### src/rtl/div_result_buffer.sv
// Buffers fixed-latency divider results with their sideband; issue-to-output LATENCY+1 cycles.
// FWFT valid/ready output; upstream stalls on issue_ready_o credits, never on m_ready_i directly.
module div_result_buffer #(
    parameter int QUOT_WIDTH = 8,
    parameter int REM_WIDTH  = 8,
    parameter int TAG_WIDTH  = 4,
    parameter int LATENCY    = 10,
    parameter int DEPTH      = 16
) (
    input  logic                         clk_i,
    input  logic                         rst_i,
    input  logic                         issue_i,
    input  logic [TAG_WIDTH-1:0]         issue_tag_i,
    input  logic                         issue_div_zero_i,
    output logic                         issue_ready_o,
    input  logic                         res_valid_i,
    input  logic [QUOT_WIDTH-1:0]        res_quotient_i,
    input  logic [REM_WIDTH-1:0]         res_remainder_i,
    output logic                         m_valid_o,
    input  logic                         m_ready_i,
    output logic [QUOT_WIDTH-1:0]        m_quotient_o,
    output logic [REM_WIDTH-1:0]         m_remainder_o,
    output logic [TAG_WIDTH-1:0]         m_tag_o,
    output logic                         m_div_zero_o,
    output logic [$clog2(DEPTH+1)-1:0]   count_o,
    output logic                         err_o
);

    localparam int AW = $clog2(DEPTH);
    localparam int CW = $clog2(DEPTH+1);

    typedef struct packed {
        logic                  vld;
        logic [TAG_WIDTH-1:0]  tag;
        logic                  div_zero;
    } sb_t;

    typedef struct packed {
        logic [QUOT_WIDTH-1:0] quotient;
        logic [REM_WIDTH-1:0]  remainder;
        logic [TAG_WIDTH-1:0]  tag;
        logic                  div_zero;
    } entry_t;

    sb_t          sb_q [LATENCY];
    entry_t       mem_q [DEPTH];
    logic [AW:0]  wr_ptr_q;
    logic [AW:0]  rd_ptr_q;
    logic [CW-1:0] outstanding_q;
    logic         err_q;

    sb_t    tap;
    entry_t head;
    logic   full;
    logic   empty;
    logic   pop;
    logic   wr_en;
    logic   issue_acc;
    logic   credit_ret;
    logic   err_set;

    assign tap   = sb_q[LATENCY-1];
    assign head  = mem_q[rd_ptr_q[AW-1:0]];
    assign empty = (wr_ptr_q == rd_ptr_q);
    assign full  = (wr_ptr_q[AW] != rd_ptr_q[AW]) &&
                   (wr_ptr_q[AW-1:0] == rd_ptr_q[AW-1:0]);

    assign m_valid_o     = ~empty;
    assign m_quotient_o  = head.quotient;
    assign m_remainder_o = head.remainder;
    assign m_tag_o       = head.tag;
    assign m_div_zero_o  = head.div_zero;
    assign count_o       = wr_ptr_q - rd_ptr_q;
    assign err_o         = err_q;

    assign issue_ready_o = (outstanding_q < CW'(DEPTH));
    assign pop           = m_valid_o & m_ready_i;
    assign issue_acc     = issue_i & issue_ready_o;
    // Results from un-credited issues can still be popped; never let the counter wrap below zero.
    assign credit_ret    = pop & (outstanding_q != '0);

    // A write to a full FIFO is only safe when the head slot is being freed in the same cycle.
    assign wr_en = res_valid_i & tap.vld & (~full | pop);

    assign err_set = (issue_i & ~issue_ready_o)
                   | (res_valid_i ^ tap.vld)
                   | (res_valid_i & tap.vld & full & ~pop);

    always_ff @(posedge clk_i) begin
        if (rst_i) begin
            for (int i = 0; i < LATENCY; i++) begin
                sb_q[i] <= '0;
            end
            for (int i = 0; i < DEPTH; i++) begin
                mem_q[i] <= '0;
            end
            wr_ptr_q      <= '0;
            rd_ptr_q      <= '0;
            outstanding_q <= '0;
            err_q         <= 1'b0;
        end else begin
            sb_q[0] <= sb_t'{vld: issue_i, tag: issue_tag_i, div_zero: issue_div_zero_i};
            for (int i = 1; i < LATENCY; i++) begin
                sb_q[i] <= sb_q[i-1];
            end
            if (wr_en) begin
                mem_q[wr_ptr_q[AW-1:0]] <= entry_t'{quotient:  res_quotient_i,
                                                    remainder: res_remainder_i,
                                                    tag:       tap.tag,
                                                    div_zero:  tap.div_zero};
                wr_ptr_q <= wr_ptr_q + 1'b1;
            end
            if (pop) begin
                rd_ptr_q <= rd_ptr_q + 1'b1;
            end
            outstanding_q <= outstanding_q + CW'(issue_acc) - CW'(credit_ret);
            if (err_set) begin
                err_q <= 1'b1;
            end
        end
    end

endmodule

### config.mk
export PLATFORM = sky130hd
export DESIGN_NAME = div_result_buffer
export DESIGN_NICKNAME = d
export VERILOG_FILES = /design/src/rtl/div_result_buffer.sv
export SDC_FILE = /design/constraint.sdc
export NUM_CORES = 1
export LEC_CHECK = 0
export CORE_ASPECT_RATIO = 0.8
export CORE_MARGIN = 1
export CORE_UTILIZATION = 43
export DETAILED_ROUTE_END_ITERATION = 8
export GPL_ROUTABILITY_DRIVEN = 0
export GPL_TIMING_DRIVEN = 0
export PLACE_DENSITY_LB_ADDON = 0.15
export SYNTH_ARGS = -nofsm -noshare
export SYNTH_HDL_FRONTEND = slang
export SYNTH_SLANG_ARGS = --single-unit
export TNS_END_PERCENT = 10
### constraint.sdc
create_clock -name clk_i -period 3.61 [get_ports clk_i]
set_input_delay 0.9025 -clock clk_i [delete_from_list [all_inputs] [get_ports clk_i]]
set_output_delay 0.9025 -clock clk_i [all_outputs]
set_load 0.005 [all_outputs]
Word-level counts from Yosys, hierarchy flattened
Memories as Yosys holds them, arrays and structs flattened. A register that Yosys moved wholly into a read port is not among the register bits.
Index checks and enable logic that the tools add are counted.
{ "op_classes": {"add_sub_neg": 5, "order_cmp": 1, "eq_ne": 3, "muxes": 21, "n_bitwise": 26, "reduce_logical": 3} }
{ "op_table": {"columns": ["operator", "count"], "rows": [
  ["$mux W6", 10],
  ["$mux W21", 1],
  ["$reduce_or A21 Y1", 1],
  ["$or A1 B1 Y1", 13],
  ["$mux W4", 3],
  ["$add A5 B1 Y5 const B", 2],
  ["$and A1 B1 Y1", 8],
  ["$mux W1", 7],
  ["$add A5 B1 Y5", 1],
  ["$eq A5 B5 Y1", 1],
  ["$lt A5 B5 Y1 const B", 1],
  ["$reduce_bool A5 Y1", 1],
  ["$sub A5 B1 Y5", 1],
  ["$sub A5 B5 Y5", 1],
  ["$eq A4 B4 Y1", 1],
  ["$not A1 Y1", 4],
  ["$logic_and A1 B1 Y1", 1],
  ["$ne A1 B1 Y1", 1],
  ["$xor A1 B1 Y1", 1]
]} }
{ "totals": {"reg_bits": 16, "ram_bits": 396, "input_bits": 26, "elab_cells": 65, "n_memories": 2} }
{ "mem_list": {"columns": ["name", "words", "word_bits", "read_ports", "rd_ports_with_merged_regs", "write_ports", "line", "text"], "rows": [
  ["mem_q", 16, 21, 1, 1, 16, "46", "entry_t mem_q [DEPTH];"],
  ["sb_q", 10, 6, 10, 0, 10, "45", "sb_t sb_q [LATENCY];"]
]} }

Longest topological paths before layout
Gate-level depths: netlist (run 1).
{ "depth": {"word_depth": 10, "mapped_depth": 14, "depth_no_buf": 14} }

Least setup slack after synthesis (run 1)
No wires, ideal clock.
{ "synth_timing": {"path_kind": "in2reg", "from": "input res_valid_i", "to": "memory mem_q[11][0] (netlist bit) (enable)", "setup_ns": 0.403, "arrival_time_ns": 2.522, "t_required_ns": 3.207, "slack_ns": 0.684, "path_stages": 4, "path_buffers": 1, "path_cell_list": "ha_1 -> clkbuf_1 -> nand2_1 -> o21bai_1"} }
{ "synth_lines": {"columns": ["item", "line", "text"], "rows": [
  ["start, declared", "16", "input logic res_valid_i,"],
  ["end, declared", "46", null]
]} }

==> impl_metrics.env, run 1 <==
export IMPL_status="complete, no violations"
export IMPL_grt_pass1_vias=10900
export IMPL_synth_distinct_cells=41
export IMPL_use_met2_pct=41.4
export IMPL_syn_inst=1267
export IMPL_ios=55
export IMPL_r2r_setup_slack_ns=0.29
export IMPL_clk_latency_ns=0.56
export IMPL_met3_usage_pct=4.68
export IMPL_grt_pass1_wl_um=72400
export IMPL_hold_viol_final=0
export IMPL_setup_ws_ns=0.0437
export IMPL_postCtsSetupBuffers=0
export IMPL_postLayoutCoreUtil_pct=51.6
export IMPL_grt_use_met1_pct=33.2
export IMPL_r2r_start="wr_ptr_q[3]"
export IMPL_layout_common_cells="348 x nor2_1, 336 x edfxtp_1, 118 x nand2_1"
export IMPL_finClkSkew_ns=0.0193
export IMPL_layout_nets=1417
export IMPL_holdPathStages=1
export IMPL_ys_seq_elements=416
export IMPL_crit_path_end_kind="output port"
export IMPL_critPathKind="flip-flop to output port"
export IMPL_timing_final_crit_period_ns=3.57
export IMPL_antenna_found_initial=0
export IMPL_rsz0062_at_grt="true"
export IMPL_core_area_um2=39600
export IMPL_critPathRequiredTime_ns=2.71
export IMPL_synth_area_per_cell_um2=13.7
export IMPL_avgRoutedWirePerCell_um=25.9
export IMPL_reg2regPathDepth=13
export IMPL_num_rows=65
export IMPL_ant_nets=0
export IMPL_finalCritPeriodShare_pct=98.8
export IMPL_drcViolationCount=0
export IMPL_syn_nets=1311
export IMPL_portBuffers=54
export IMPL_grt_usage_pct=25.1
export IMPL_yosysWarnings=0
export IMPL_placed_area_um2=18900
export IMPL_routed_via_density=5.60
export IMPL_tns_ns=0
export IMPL_drive_gt1_share_pct=17.8
export IMPL_initial_core_util_pct=43.9
export IMPL_power_density_nw_per_um2=496
export IMPL_overflow=0
export IMPL_drtPass1Iterations=8
export IMPL_crit_fanout=10
export IMPL_rr_endpoint="outstanding_q[4]"
export IMPL_die_w_um=227
export IMPL_tritoncts_num_buffers=42
export IMPL_cts_root_buffer="clkbuf_16"
export IMPL_clk_pin_slew_ns=0.06
export IMPL_yosysSeqAreaShare_pct=67.2
export IMPL_hold_buffers=0
export IMPL_p_leak_nw=6.67
export IMPL_n_antenna_cell=0
export IMPL_drt_initial_drc_count=1171
export IMPL_vias=10900
export IMPL_dp_slack_ns=-0.187
export IMPL_setup_viol_count_final=0
export IMPL_area_growth_pct=17.6
export IMPL_slew_headroom_pct=35.6
export IMPL_cts_sinks=416
export IMPL_finalMaxSlewViolations=0
export IMPL_die_area_um2=41300
export IMPL_hold_class="flip-flop to flip-flop"
export IMPL_min_from="sb_q[7][4]"
export IMPL_ir_drop_uv=325
export IMPL_htree_levels=2
export IMPL_die_h_um=182
export IMPL_layout_commonest_cell="nor2_1"
export IMPL_clock_path_buffers=3
export IMPL_cts_tree="done"
export IMPL_worstPathArrival_ns=2.66
export IMPL_crit_path_start_kind="flip-flop"
export IMPL_grt_max_degree=22
export IMPL_top_usage_layer="met2"
export IMPL_cap_violations=0
export IMPL_syn_area_um2=17400
export IMPL_totalWireLength_um=50200
export IMPL_hpwlAfterDp_um=32600
export IMPL_fmax_mhz=280
export IMPL_holdPathEnd="sb_q[8][4]"
export IMPL_final_area_um2=20500
export IMPL_tightest_slew_ns=0.963
==> layout make-up <==
class	instances	area, um2
buffer	83	651
clock buffer	51	1130
clock inverter	23	181
fill	3433	19200
inverter	17	63.8
multi-input combinational	751	5320
sequential	416	11700
tap	536	671
timing repair buffer	62	741
==> repair_timing <==
action                                 CTS  global route
setup endpoints to repair               21            22
gates cloned                             0             0
pin swaps                                0             1
endpoints found under the hold margin    0             0
resized for setup                       46            33
==> stage by stage <==
step | cells | hold WS (ns) | total power [W]
CTS | 1939 | 0.433 | 0.0102
detailed placement | 1865 | 0.420 | 0.00601
global placement | 1857 | 0.419 | 0.00596
finish | 1939 | 0.430 | 0.0101
global route | 1939 | 0.443 | 0.0104
floorplan | 1267 | 0.414 | 0.00577
==> cell families (layout without fill, tap and decap cells) <==
family / Yosys count / count (layout) / share of synthesized area, %
xor+xnor: 11 / 11 / 0.554
flops: 416 / 416 / 67.2
simple gates: 557 / 557 / 13.4
mux: 85 / 85 / 10.9
buf+inv: 100 / 236 / 3.19
compound gates: 80 / 80 / 3.29
fa+ha+maj: 18 / 18 / 1.38
==> state kept, by name, indices dropped and copies added, names as in the netlist, named ones only <==
signal	count
wr_ptr_q	5
err_o	1
mem_q	336
outstanding_q	5
rd_ptr_q	5
sb_q	60
==> how the worst max path moves through the flow <==
stage	depth (start not counted)	start	slack, ns	to
after floorplan	4	res_valid_i	0.68	mem_q[11][0]
after global placement	5	res_valid_i	-1.48	mem_q[10][12]
after detailed placement	6	flip-flop	-0.19	m_quotient_o[7]
after CTS	6	flip-flop	-0.04	m_tag_o[2]
after global routing	6	flip-flop	-0.03	m_div_zero_o
final	5	flip-flop	0.04	m_quotient_o[2]
==> layer usage <==
metal	share of wire (%)	wire length (um)
met1	40	20100
met2	49	24600
met3	7.9	3950
met4	3.1	1540
met5	0	0
==> power by group <==
part	internal, W	total (W)	switching [W]
Combinational	0.000213	0.000473	0.000261
Clock	0.00237	0.00424	0.00187
Sequential	0.00536	0.00543	0.0000652
==> Yosys cell counts <==
cell	n	share of area, %
ha_1	16	1.2
buf_4	14	0.60
and3_1	1	0.036
nand2_1	118	2.5
buf_6	14	0.91
buf_2	18	0.52
nand4_1	2	0.072
mux2i_1	1	0.058
mux4_2	84	11
o211ai_1	1	0.043
a21o_1	3	0.13
or2_2	1	0.036
a21oi_1	8	0.23
xnor2_1	7	0.35
o311ai_0	1	0.050
and2_1	1	0.036
buf_1	2	0.043
a31oi_1	1	0.036
nor3_1	2	0.058
nor4b_1	1	0.050
nor3b_1	1	0.043
xor2_1	4	0.20
a211oi_1	1	0.043
o31ai_1	1	0.043
nor2_1	348	7.5
nand3_1	4	0.12
nor2b_1	69	2.5
o21ai_0	4	0.12
nand4_2	1	0.072
clkbuf_1	35	0.76
a22oi_1	42	1.8
dfxtp_1	80	9.2
o21bai_1	14	0.60
or4_1	2	0.086
nand3_2	3	0.17
a31o_2	3	0.15
o21ai_1	1	0.029
or3_1	3	0.11
edfxtp_1	336	58
inv_1	17	0.37
fa_1	2	0.23
==> worst max-delay path: stages (launching register included) <==
cell and delay, ns:
dfxtp_1 0.42, and2_1 0.22, buf_1 0.63, a22oi_1 0.19, nand2_1 0.14, clkdlybuf4s50_1 0.51
No activity file was read; power rests on OpenSTA's default activity.
==> inputs of run 2 (changes only) <==
--- a/config.mk
+++ b/config.mk
@@ -11,7 +11,10 @@
 export DETAILED_ROUTE_END_ITERATION = 8
 export GPL_ROUTABILITY_DRIVEN = 0
 export GPL_TIMING_DRIVEN = 0
+export HOLD_SLACK_MARGIN = 0.06
 export PLACE_DENSITY_LB_ADDON = 0.15
+export SETUP_SLACK_MARGIN = 0.2
+export SLEW_MARGIN = 20
 export SYNTH_ARGS = -nofsm -noshare
 export SYNTH_HDL_FRONTEND = slang
 export SYNTH_SLANG_ARGS = --single-unit
==> impl_metrics.env, run 2 (synthesis results as in run 1) <==
export IMPL_drtPass1Iterations=5
export IMPL_finalMaxSlewViolations=0
export IMPL_regMostFlops="mem_q"
export IMPL_hpwlAfterDp_um=33700
export IMPL_clk_latency_ns=0.55
export IMPL_drt_initial_drc_count=1121
export IMPL_totalWireLength_um=51000
export IMPL_layout_common_cells="348 x nor2_1, 336 x edfxtp_1, 117 x nand2_1"
export IMPL_htree_levels=2
export IMPL_tightest_slew_ns=0.963
export IMPL_vias=11000
export IMPL_cts_tree="done"
export IMPL_worst_path_dominant_cell_family="buffers and inverters"
export IMPL_avgRoutedWirePerCell_um=26.2
export IMPL_critPathRequiredTime_ns=2.71
export IMPL_power_density_nw_per_um2=495
export IMPL_clk_pin_slew_ns=0.07
export IMPL_path_buf_inv=3
export IMPL_antenna_found_initial=0
export IMPL_p_leak_nw=6.81
export IMPL_ir_drop_uv=303
export IMPL_hold_class="flip-flop to flip-flop"
export IMPL_setup_ws_ns=0.0847
export IMPL_drcViolationCount=0
export IMPL_overflow=0
export IMPL_tritoncts_num_buffers=42
export IMPL_finClkSkew_ns=0.0252
export IMPL_grt_pass1_vias=11100
export IMPL_drive_gt1_share_pct=18.5
export IMPL_hold_viol_final=0
export IMPL_timing_final_crit_period_ns=3.53
export IMPL_cp_slowest_stage_delay_ns=0.51
export IMPL_rsz0062_at_grt="true"
export IMPL_critical_path_cell_chain="buf_12 > buf_4 > mux4_2 > a22oi_2 > nand2_1 > clkdlybuf4s50_1"
export IMPL_tns_ns=0
export IMPL_area_growth_pct=19.3
export IMPL_fmax_mhz=284
export IMPL_n_antenna_cell=0
export IMPL_finalCritPeriodShare_pct=97.7
export IMPL_dpl_cell_count=1870
export IMPL_portBuffers=54
export IMPL_grt_max_degree=22
export IMPL_num_rows=65
export IMPL_fillers=3393
export IMPL_critPathKind="flip-flop to output port"
export IMPL_ios=55
export IMPL_seq_area_um2=11700
export IMPL_core_area_um2=39600
export IMPL_p_total_w=0.0103
export IMPL_hold_buffers=0
export IMPL_routed_via_density=5.65
export IMPL_setup_viol_count_final=0
export IMPL_crit_path_start_kind="flip-flop"
export IMPL_cap_violations=0
export IMPL_cts_sinks=416
export IMPL_grt_usage_pct=25.4
export IMPL_die_h_um=182
export IMPL_holdWs_ns=0.433
export IMPL_multi_input_area_um2=5350
export IMPL_largest_registers="mem_q x336, sb_q x60"
export IMPL_layout_nets=1426
export IMPL_largest_reg_flops=336
export IMPL_crit_slowest_cell="mux4_2"
export IMPL_min_from="sb_q[7][4]"
export IMPL_dp_slack_ns=-0.216
export IMPL_slew_headroom_pct=35.8
export IMPL_r2r_start="wr_ptr_q[3]"
export IMPL_clock_path_buffers=3
export IMPL_crit_path_end_kind="output port"
export IMPL_grt_pass1_wl_um=73700
export IMPL_layout_commonest_cell="nor2_1"
export IMPL_worstPathArrival_ns=2.62
export IMPL_die_w_um=227
export IMPL_ant_nets=0
export IMPL_die_area_um2=41300
export IMPL_initial_core_util_pct=43.9
export IMPL_status="complete, no violations"
export IMPL_cts_root_buffer="clkbuf_16"
export IMPL_stdcell_count=1950
export IMPL_crit_fanout=9
## run 2: cell count changes in the layout (fill, tap and decap cells not counted), sizes merged
| cell | previous run | this run |
|---|---|---|
| inv | 22 | 19 |
| bufinv | 2 | 3 |
| dlygate4sd2 | 0 | 1 |
| clkinvlp | 2 | 1 |
| clkdlybuf4s50 | 53 | 51 |
| dlymetal6s2s | 1 | 2 |
| clkinv | 14 | 15 |
| buf | 60 | 66 |
| clkbuf | 82 | 89 |
## run 2: metrics by stage
stage / instance area [um2] / util [%]
6_report: 20700 / 52.4
5_1_grt: 20700 / 52.4
4_1_cts: 20700 / 52.2
3_5_place_dp: 19100 / 48.2
3_3_place_gp: 18600 / 47.0
2_1_floorplan: 17400 / -
## run 2: power by group
group,switching [W],internal [W],total [W]
registers,0.0000667,0.00536,0.00543
clock network,0.00185,0.00250,0.00435
logic,0.000264,0.000228,0.000492
## run 2: path summary, 6_finish.rpt
| kind | endpoint | slack [ns] | depth (start not counted) |
|---|---|---|---|
| setup / recovery | m_tag_o[0] | 0.08 | 6 |
| hold reg to reg | sb_q[8][4] | 0.43 | 1 |
| setup reg to reg | outstanding_q[4] | 0.28 | 13 |
| hold / removal | sb_q[8][4] | 0.43 | 1 |
## run 2: layout make-up
class	instances	area share, %
buffer	83	3.38
clock buffer	55	5.65
clock inverter	21	0.863
inverter	17	0.308
multi-input combinational	751	25.8
sequential	416	56.4
tap	536	3.23
timing repair buffer	71	4.36
## run 2: timing repair
action / 4_1_cts / 5_1_grt
setup endpoints to repair: 22 / 25
cloned: 0 / 0
setup buffers: 4 / 0
resized for setup: 74 / 18
pin swaps: 2 / 0
## run 2: routing by layer
metal	up-vias	track usage [%]	share of wire, %
li1	4783	-	-
met1	5612	34.0	40
met2	536	42.0	49
met3	93	4.53	8.3
met4	0	8.22	2.9
met5	-	0	0
